`config.mk`:
```
export PLATFORM = sky130hd
export DESIGN_NAME = fetch_queue
export DESIGN_NICKNAME = d
export VERILOG_FILES = /design/src/rtl/fetch_queue_pkg.sv /design/src/rtl/fetch_fifo.sv /design/src/rtl/fetch_queue.sv
export SDC_FILE = /design/constraint.sdc
export NUM_CORES = 1
export LEC_CHECK = 0
export CORE_ASPECT_RATIO = 1.1
export CORE_MARGIN = 4
export CORE_UTILIZATION = 40
export CTS_CLUSTER_DIAMETER = 50
export DETAILED_ROUTE_END_ITERATION = 8
export PLACE_DENSITY_LB_ADDON = 0.1
export SLEW_MARGIN = 20
export SYNTH_ARGS = -nofsm -noshare
export SYNTH_HDL_FRONTEND = slang
export SYNTH_SLANG_ARGS = --single-unit
```
`constraint.sdc`:
```
create_clock -name clk -period 9.3 [get_ports clk]
set_input_delay 1.86 -clock clk [delete_from_list [all_inputs] [get_ports clk]]
set_output_delay 1.86 -clock clk [all_outputs]
set_load 0.02 [all_outputs]
```
`src/rtl/fetch_queue_pkg.sv`:
```
// fetch_queue_pkg: opcode/NOP constants shared with decode, queue entry type and predecode helper.
// Entry carries predecode flags only when FETCH_PREDECODE_EN is defined.
package fetch_queue_pkg;
  localparam logic [6:0] OP_JAL = 7'b1101111;
  localparam logic [6:0] OP_JALR = 7'b1100111;
  localparam logic [6:0] OP_BRANCH = 7'b1100011;
  localparam logic [31:0] NOP = 32'h0000_0013;
  typedef struct packed {
    logic [31:0] data;
    logic [31:0] pc;
`ifdef FETCH_PREDECODE_EN
    logic jal;
    logic jalr;
    logic branch;
`endif
  } entry_t;
  function automatic entry_t make_entry(input logic [31:0] data, input logic [31:0] pc);
    entry_t e;
    e.data = data;
    e.pc = pc;
`ifdef FETCH_PREDECODE_EN
    e.jal = data[6:0] == OP_JAL;
    e.jalr = data[6:0] == OP_JALR;
    e.branch = data[6:0] == OP_BRANCH;
`endif
    return e;
  endfunction
endpackage

```
`src/rtl/fetch_fifo.sv`:
```
// fetch_fifo: power-of-two circular queue of fetched entries with push/pop/clear and occupancy count.
module fetch_fifo
  import fetch_queue_pkg::*;
#(
  parameter int DEPTH = 4,
  localparam int AW = $clog2(DEPTH),
  localparam int CW = AW + 1
) (
  input  logic          clk,
  input  logic          rst,
  input  logic          push,
  input  logic          pop,
  input  logic          clear,
  input  entry_t        din,
  output entry_t        head,
  output logic          full,
  output logic          empty,
  output logic [CW-1:0] count
);
  entry_t mem [DEPTH];
  logic [AW-1:0] rd, wr;
  logic do_push, do_pop;
  assign full = count == CW'(DEPTH);
  assign empty = count == '0;
  assign do_pop = pop && !empty;
  assign do_push = push && (!full || do_pop);
  assign head = mem[rd];
  always_ff @(posedge clk) begin
    if (!rst || clear) begin
      rd <= '0;
      wr <= '0;
      count <= '0;
    end else begin
      if (do_push) wr <= wr + 1'b1;
      if (do_pop) rd <= rd + 1'b1;
      count <= count + CW'(do_push) - CW'(do_pop);
    end
  end
  always_ff @(posedge clk)
    if (do_push) mem[wr] <= din;
endmodule

```
`src/rtl/fetch_queue.sv`:
```
// fetch_queue: instruction fetch request generator with in-order response queue and flush/drop handling.
// Optional per-entry predecode outputs are enabled by defining FETCH_PREDECODE_EN.
module fetch_queue
  import fetch_queue_pkg::*;
#(
  parameter int DEPTH = 4,
  parameter logic [31:0] RESET_PC = 32'h0000_0000
) (
  input  logic        clk,
  input  logic        rst,
  output logic        imem_req_valid,
  output logic [31:0] imem_req_addr,
  input  logic        imem_req_ready,
  input  logic        imem_resp_valid,
  input  logic [31:0] imem_resp_data,
  input  logic        flush,
  input  logic [31:0] flush_pc,
  output logic        inst_valid,
  output logic [31:0] inst,
  output logic [31:0] inst_pc,
  input  logic        inst_ready
`ifdef FETCH_PREDECODE_EN
  ,
  output logic        inst_is_jal,
  output logic        inst_is_jalr,
  output logic        inst_is_branch,
  output logic        inst_is_jump
`endif
);
  localparam int CW = $clog2(DEPTH) + 1;
  logic [31:0] fetch_pc, resp_pc, hold_data, hold_pc;
  logic [CW-1:0] inflight, drop_cnt, count;
  logic full, empty, accept, dropping, push, pop;
  entry_t head;
  assign dropping = drop_cnt != '0;
  // Stale responses still owed by memory count against capacity so counters stay bounded.
  assign imem_req_valid = rst && !flush && !full &&
    ({1'b0, count} + {1'b0, inflight} + {1'b0, drop_cnt} < (CW+1)'(DEPTH));
  assign imem_req_addr = fetch_pc;
  assign accept = imem_req_valid && imem_req_ready;
  assign push = imem_resp_valid && !flush && !dropping;
  assign pop = inst_valid && inst_ready && !flush;
  assign inst_valid = !empty;
  assign inst = empty ? hold_data : head.data;
  assign inst_pc = empty ? hold_pc : head.pc;
  // Responses return in order, so the PC of the next kept response trails fetch_pc by the outstanding count.
  assign resp_pc = fetch_pc - {inflight, 2'b00};
`ifdef FETCH_PREDECODE_EN
  assign inst_is_jal = !empty && head.jal;
  assign inst_is_jalr = !empty && head.jalr;
  assign inst_is_branch = !empty && head.branch;
  assign inst_is_jump = inst_is_jal || inst_is_jalr || inst_is_branch;
`endif
  fetch_fifo #(.DEPTH(DEPTH)) u_fifo (
    .clk(clk),
    .rst(rst),
    .push(push),
    .pop(pop),
    .clear(flush),
    .din(make_entry(imem_resp_data, resp_pc)),
    .head(head),
    .full(full),
    .empty(empty),
    .count(count)
  );
  always_ff @(posedge clk) begin
    if (!rst) begin
      fetch_pc <= RESET_PC;
      inflight <= '0;
      drop_cnt <= '0;
      hold_data <= NOP;
      hold_pc <= '0;
    end else begin
      if (flush) begin
        fetch_pc <= flush_pc & ~32'h3;
        inflight <= '0;
        drop_cnt <= drop_cnt + inflight - CW'(imem_resp_valid);
      end else begin
        if (accept) fetch_pc <= fetch_pc + 32'd4;
        inflight <= inflight + CW'(accept) - CW'(imem_resp_valid && !dropping);
        drop_cnt <= drop_cnt - CW'(imem_resp_valid && dropping);
      end
      if (!empty) begin
        hold_data <= head.data;
        hold_pc <= head.pc;
      end
    end
  end
endmodule
```
* Yosys cells after proc, flatten, opt, wreduce, memory -nomap -nowiden
Memory sizes are Yosys's and may differ from the RTL's. A register that Yosys moved wholly into a read port is not among the register bits.
Cells that the tools add are included.
** Storage, ports and cells
- RAM bits :: 256
- Flip-flop bits (word level) :: 109
- Logic and storage cells :: 58
- Output and inout bits :: 98
- Input port bits :: 70
- Memories kept :: 1
- Bits in latches :: 0
- ROM bits :: 0
** Cells by class
- $mul :: 0
- Equality and inequality tests :: 1
- Bitwise operators :: 1
- $lt $le $gt $ge :: 1
- Add/subtract/negate cells :: 13
- Div/mod/pow operators :: 0
- Multiplexer cells :: 9
- Reductions and logical operators :: 23
- Shifts and indexed selects :: 0
** Memory list
- u_fifo.mem :: words 4, bits a word 64, rd ports 1, clocked after memory_dff 1, wr ports 1, RTL line fetch_fifo.sv:20 : entry_t mem [DEPTH];
** Operator list (number)
- $mux 32 :: 4
- $add 32x3->32 const B :: 1
- $sub 32x5->32 :: 1
- $logic_and 1x1->1 :: 12
- $sub 3x1->3 :: 4
- $add 3x1->3 :: 2
- $logic_not 1->1 :: 5
- $add 2x1->2 const B :: 2
- $add 3x3->4 :: 1
- $add 4x3->4 :: 1
- $lt 4x3->1 const B :: 1
- $mux 2 :: 2
- $add 3x3->3 :: 1
- $eq 3x3->1 const B :: 1
- $logic_not 3->1 :: 1
- $mux 3 :: 1
- $reduce_bool 3->1 :: 1
- $logic_or 1x1->1 :: 2
- $mux 1 :: 2
- $reduce_bool 2->1 :: 1
- $reduce_or 2->1 :: 1
- $not 1->1 :: 1

* Longest topological paths before layout
- Word-level depth :: 9
- Gate-level depth with buffers :: 16
- Depth with buffers taken out :: 15

* By module
From an unflattened synthesis, not the netlist that was laid out.
** Unflattened totals
- Cells, all modules :: 958
- Area total of the unflattened synthesis :: 15053.2 um2
** By module, submodules not included
- fetch_fifo :: sequential area each 7867.5 um2, cells each 384, times used 1, area each 9671.8 um2
- fetch_queue :: sequential area each 2001.9 um2, cells each 574, times used 1, area each 5381.4 um2

* Least setup slack after synthesis
No wires, ideal clock.
- Path type :: in2out
- Start :: input port rst
- End :: output port imem_req_valid
- Buffers on the path :: 2
- Cell stages on the path :: 4
- Data arrival time :: 3.288 ns
- Required time :: 7.440 ns
- Setup slack :: 4.152 ns
- Cells stage by stage :: clkbuf_1 > clkbuf_1 > nand2_1 > nor4b_1
** On the way
- Longest elaborated chain between the ends :: 3
** Ends and longest elaborated chain
- start, declared :: RTL line fetch_queue.sv:10 : input logic rst,
- $logic_and 1x1->1 (3 in a row) :: RTL line fetch_queue.sv:37 : assign imem_req_valid = rst && !flush && !full &&
- end, declared :: RTL line fetch_queue.sv:11 : output logic imem_req_valid,
Every way passes these cells.

* Final worst setup path
- Start :: input port flush
- End :: output port imem_req_valid
** On the way
- Longest elaborated chain between the ends :: 4
** Ends and longest elaborated chain
- start, declared :: RTL line fetch_queue.sv:16 : input logic flush,
- $logic_not 1->1 :: RTL line fetch_queue.sv:37
- $logic_and 1x1->1 (3 in a row) :: RTL line fetch_queue.sv:37
Every way passes these cells.

==> results.md <==
* Gpl congestion at 0.793
* DRC viols at 0
* Period utilization at 67.1%
* Antenna violations before repair at 0
* Postcts setup bufs at 0
* Synthesized area at 14800 um2
* Initial DRC Count at 335
* Status: finished, final reports clean
* Synth Flop Type: edfxtp_1
* Root Buffer: clkbuf_16
* Boundary Pins at 168
* Final setup vio count at 0
* Number of fill cells at 3127
* Sequential element share of the synthesized area at 65.1%
* Diodes inserted at 0
* F_max at 160 MHz
* Synth top area cells: edfxtp_1 (50%), dfxtp_1 (15%), mux4_2 (9.4%), mux2_2 (4.7%), and2_1 (2.8%)
* Hold buffer count at CTS at 0
* Ys Warns at 0
* FP Rows at 73
* Die Span X at 191 um
* Max IR drop VDD at 0.000125 V
* TritonCTS clock tree: done
* Worst min path class: reg2reg
* Wirelength per Cell at 19.8 um
* Area Growth Syn to Fin at 24.1%
* Layout cells sized above 1 at 18.9%
* CP arrival at 4.38 ns
* Top cell type's share of synthesized area at 50.4%
* Final Slew Violations at 0
* Initial Util at 40.7%
* RSZ-0062 raised after global routing: no
* Slowest stage delay, CP at 0.67 ns
* Number of global-route vias before repair at 8943
* Top Family by Delay on Critical Path: buffers and inverters
* CP most frequent cell: clkdlybuf4s50_1
* Crit-path slowest cell: clkdlybuf4s50_1
* Critical path cell sequence: clkdlybuf4s50_1 -> buf_4 -> inv_2 -> nand2_1 -> nor4b_1 -> clkdlybuf4s50_1
* Area leader, netlist: edfxtp_1
* CTS Buf Count at 44
* Largest net degree at the start of global routing at 78
* Detailed Place HPWL at 18.7 mm
* Insertion delay of the later-clocked pin in the worst-skew pair at 0.54 ns
* Clk slew on worst S/H paths at 0.05 ns
* Die area at 40100 um2
* Clock Skew at 0.0247 ns
* First-pass GRT wire length at 51.3 mm
* Grt ovf at 0
* Synth Register Bits at 357
* CP Class: in2out
* Chip height at 210 um
* Max-slew headroom at 27.1%
* Data required time at the worst endpoint at 7.44 ns
* Syn avg cell area at 15.2 um2
* Vias per std cell at 5.15
* Final hold slack at 0.477 ns
* Final-report hold violation count at 0
* Power Total at 0.00406 W
* Post-CTS resize count at 0
* Final core occ at 50.4%
* DRT Pass-1 Iters at 4
* DR vias at 8459
* Global Route Usage Sum at 16.3%
* Clock tree sinks at 357
* TNS Setup at 0 ns
* Maxcap violations at 0
* Commonest non-fill, non-tap cell in the layout: edfxtp_1
* Deepest clock path buffer count at 3
* Tightest Pin Transition at 1.09 ns
* Most frequent cells in the layout: edfxtp_1 (248), clkdlybuf4s50_1 (162), dfxtp_1 (107)
* Leakage dissipation at 6.22 nW
* Synth Instances at 971
* Detailed Route WL at 32.5 mm
* Worst Path Max Fanout at 42
* Bufs and invs on worst path at 4
* Core footprint at 36400 um2
* Htree depth at 2
* Post-synth EDFFs at 248
* Post-DRT Antenna Nets at 0
* Pwr/cell area at 221 nW/um2
* Async S/R FF share, synth at 0%
* Synth unique cells at 64
* Final min period at 6.24 ns
* FF-to-FF setup slack at 5.42 ns
* Nets at 1219
* Startpoint Class: input pin
* Endpoint class of the critical path: output pin
* Port Buffer Count at 163
==> state kept, by name (all words and copies together) (netlist names), named ones only <==
| name | flops |
|---|---|
| hold_data | 32 |
| u_fifo.rd | 2 |
| u_fifo.mem | 248 |
| drop_cnt | 3 |
| imem_req_addr | 30 |
| u_fifo.count | 3 |
| inflight | 3 |
| u_fifo.wr | 2 |
| hold_pc | 32 |
==> layer usage <==
| metal | vias up | wire length [um] | global-route usage [%] | part of all wire (%) |
|---|---|---|---|---|
| li1 | 3968 | - | - | - |
| met1 | 4235 | 14400 | 22.0 | 44 |
| met2 | 215 | 15600 | 26.8 | 48 |
| met5 | - | 0 | 0 | 0 |
| met3 | 41 | 1880 | 3.88 | 5.8 |
| met4 | 0 | 563 | 4.24 | 1.7 |
==> cell usage after synthesis, drive strengths merged, types with 6 or more instances <==
master  number
edfxtp     248
dfxtp      109
and2        67
mux2        62
mux4        62
clkbuf      45
nor2        35
xnor2       33
inv         32
nand2       27
a21oi       24
buf         20
o21ai       20
ha          19
nand3       19
nor3        17
nor4        14
and3        12
nand4       12
a31oi       10
xor2        10
fa           7
nor2b        6
==> path summary, 6_finish.rpt <==
path | start | endpoint | cells past startpoint
setup / recovery | flush | imem_req_valid | 6
hold / removal | hold_pc[0]$_SDFF_PN0_ | hold_pc[0]$_SDFF_PN0_ | 1
setup reg to reg | inflight[1]$_SDFF_PP0_ | imem_req_addr[20]$_SDFFE_PN0P_ | 12
hold reg to reg | hold_pc[0]$_SDFF_PN0_ | hold_pc[0]$_SDFF_PN0_ | 1
==> stage by stage <==
stage                     setup slack [ns]  std cells  area, um2
after floorplan                       4.15        972      14800
after global placement                3.05       1564      16800
after detailed placement              3.09       1564      16800
after CTS                             3.07       1644      18300
after global routing                  2.88       1644      18300
final                                 3.06       1644      18300
==> final cells by class <==
type	count	area [um2]	area share, %
Sequential cell	357	9640	52.5
Multi-Input combinational cell	518	4790	26.1
Timing Repair Buffer	170	1680	9.16
Clock buffer	59	1230	6.70
Tap cell	487	609	3.32
Clock inverter	21	277	1.51
Inverter	32	120	0.655
==> logic make-up after synthesis <==
logic type               Yosys count  share of synthesized area, %
AO/OA/AOI/OAI                     83                          3.56
XOR/XNOR                          43                          2.55
adder cells (fa/ha/maj)           26                          2.56
buffers and inverters             97                          2.65
flip-flops                       357                          65.1
multiplexers                     126                          14.3
other                              1                        0.0254
AND/OR/NAND/NOR                  238                          9.20
==> power by group <==
| part | internal, W | total (W) | switching, W |
|---|---|---|---|
| Sequential | 0.00179 | 0.00183 | 0.0000418 |
| Combinational | 0.000225 | 0.000482 | 0.000257 |
| Clock | 0.00108 | 0.00174 | 0.000666 |
==> worst register-to-register path: cells and delay by family (launching register included) <==
| family | cells | cell delay, ns |
|---|---|---|
| AO/OA/AOI/OAI | 2 | 0.52 |
| adder cells (fa/ha/maj) | 2 | 0.98 |
| buffers and inverters | 4 | 0.75 |
| flip-flops | 1 | 0.43 |
| AND/OR/NAND/NOR | 4 | 1.11 |
(Power assumes the default switching activity.)
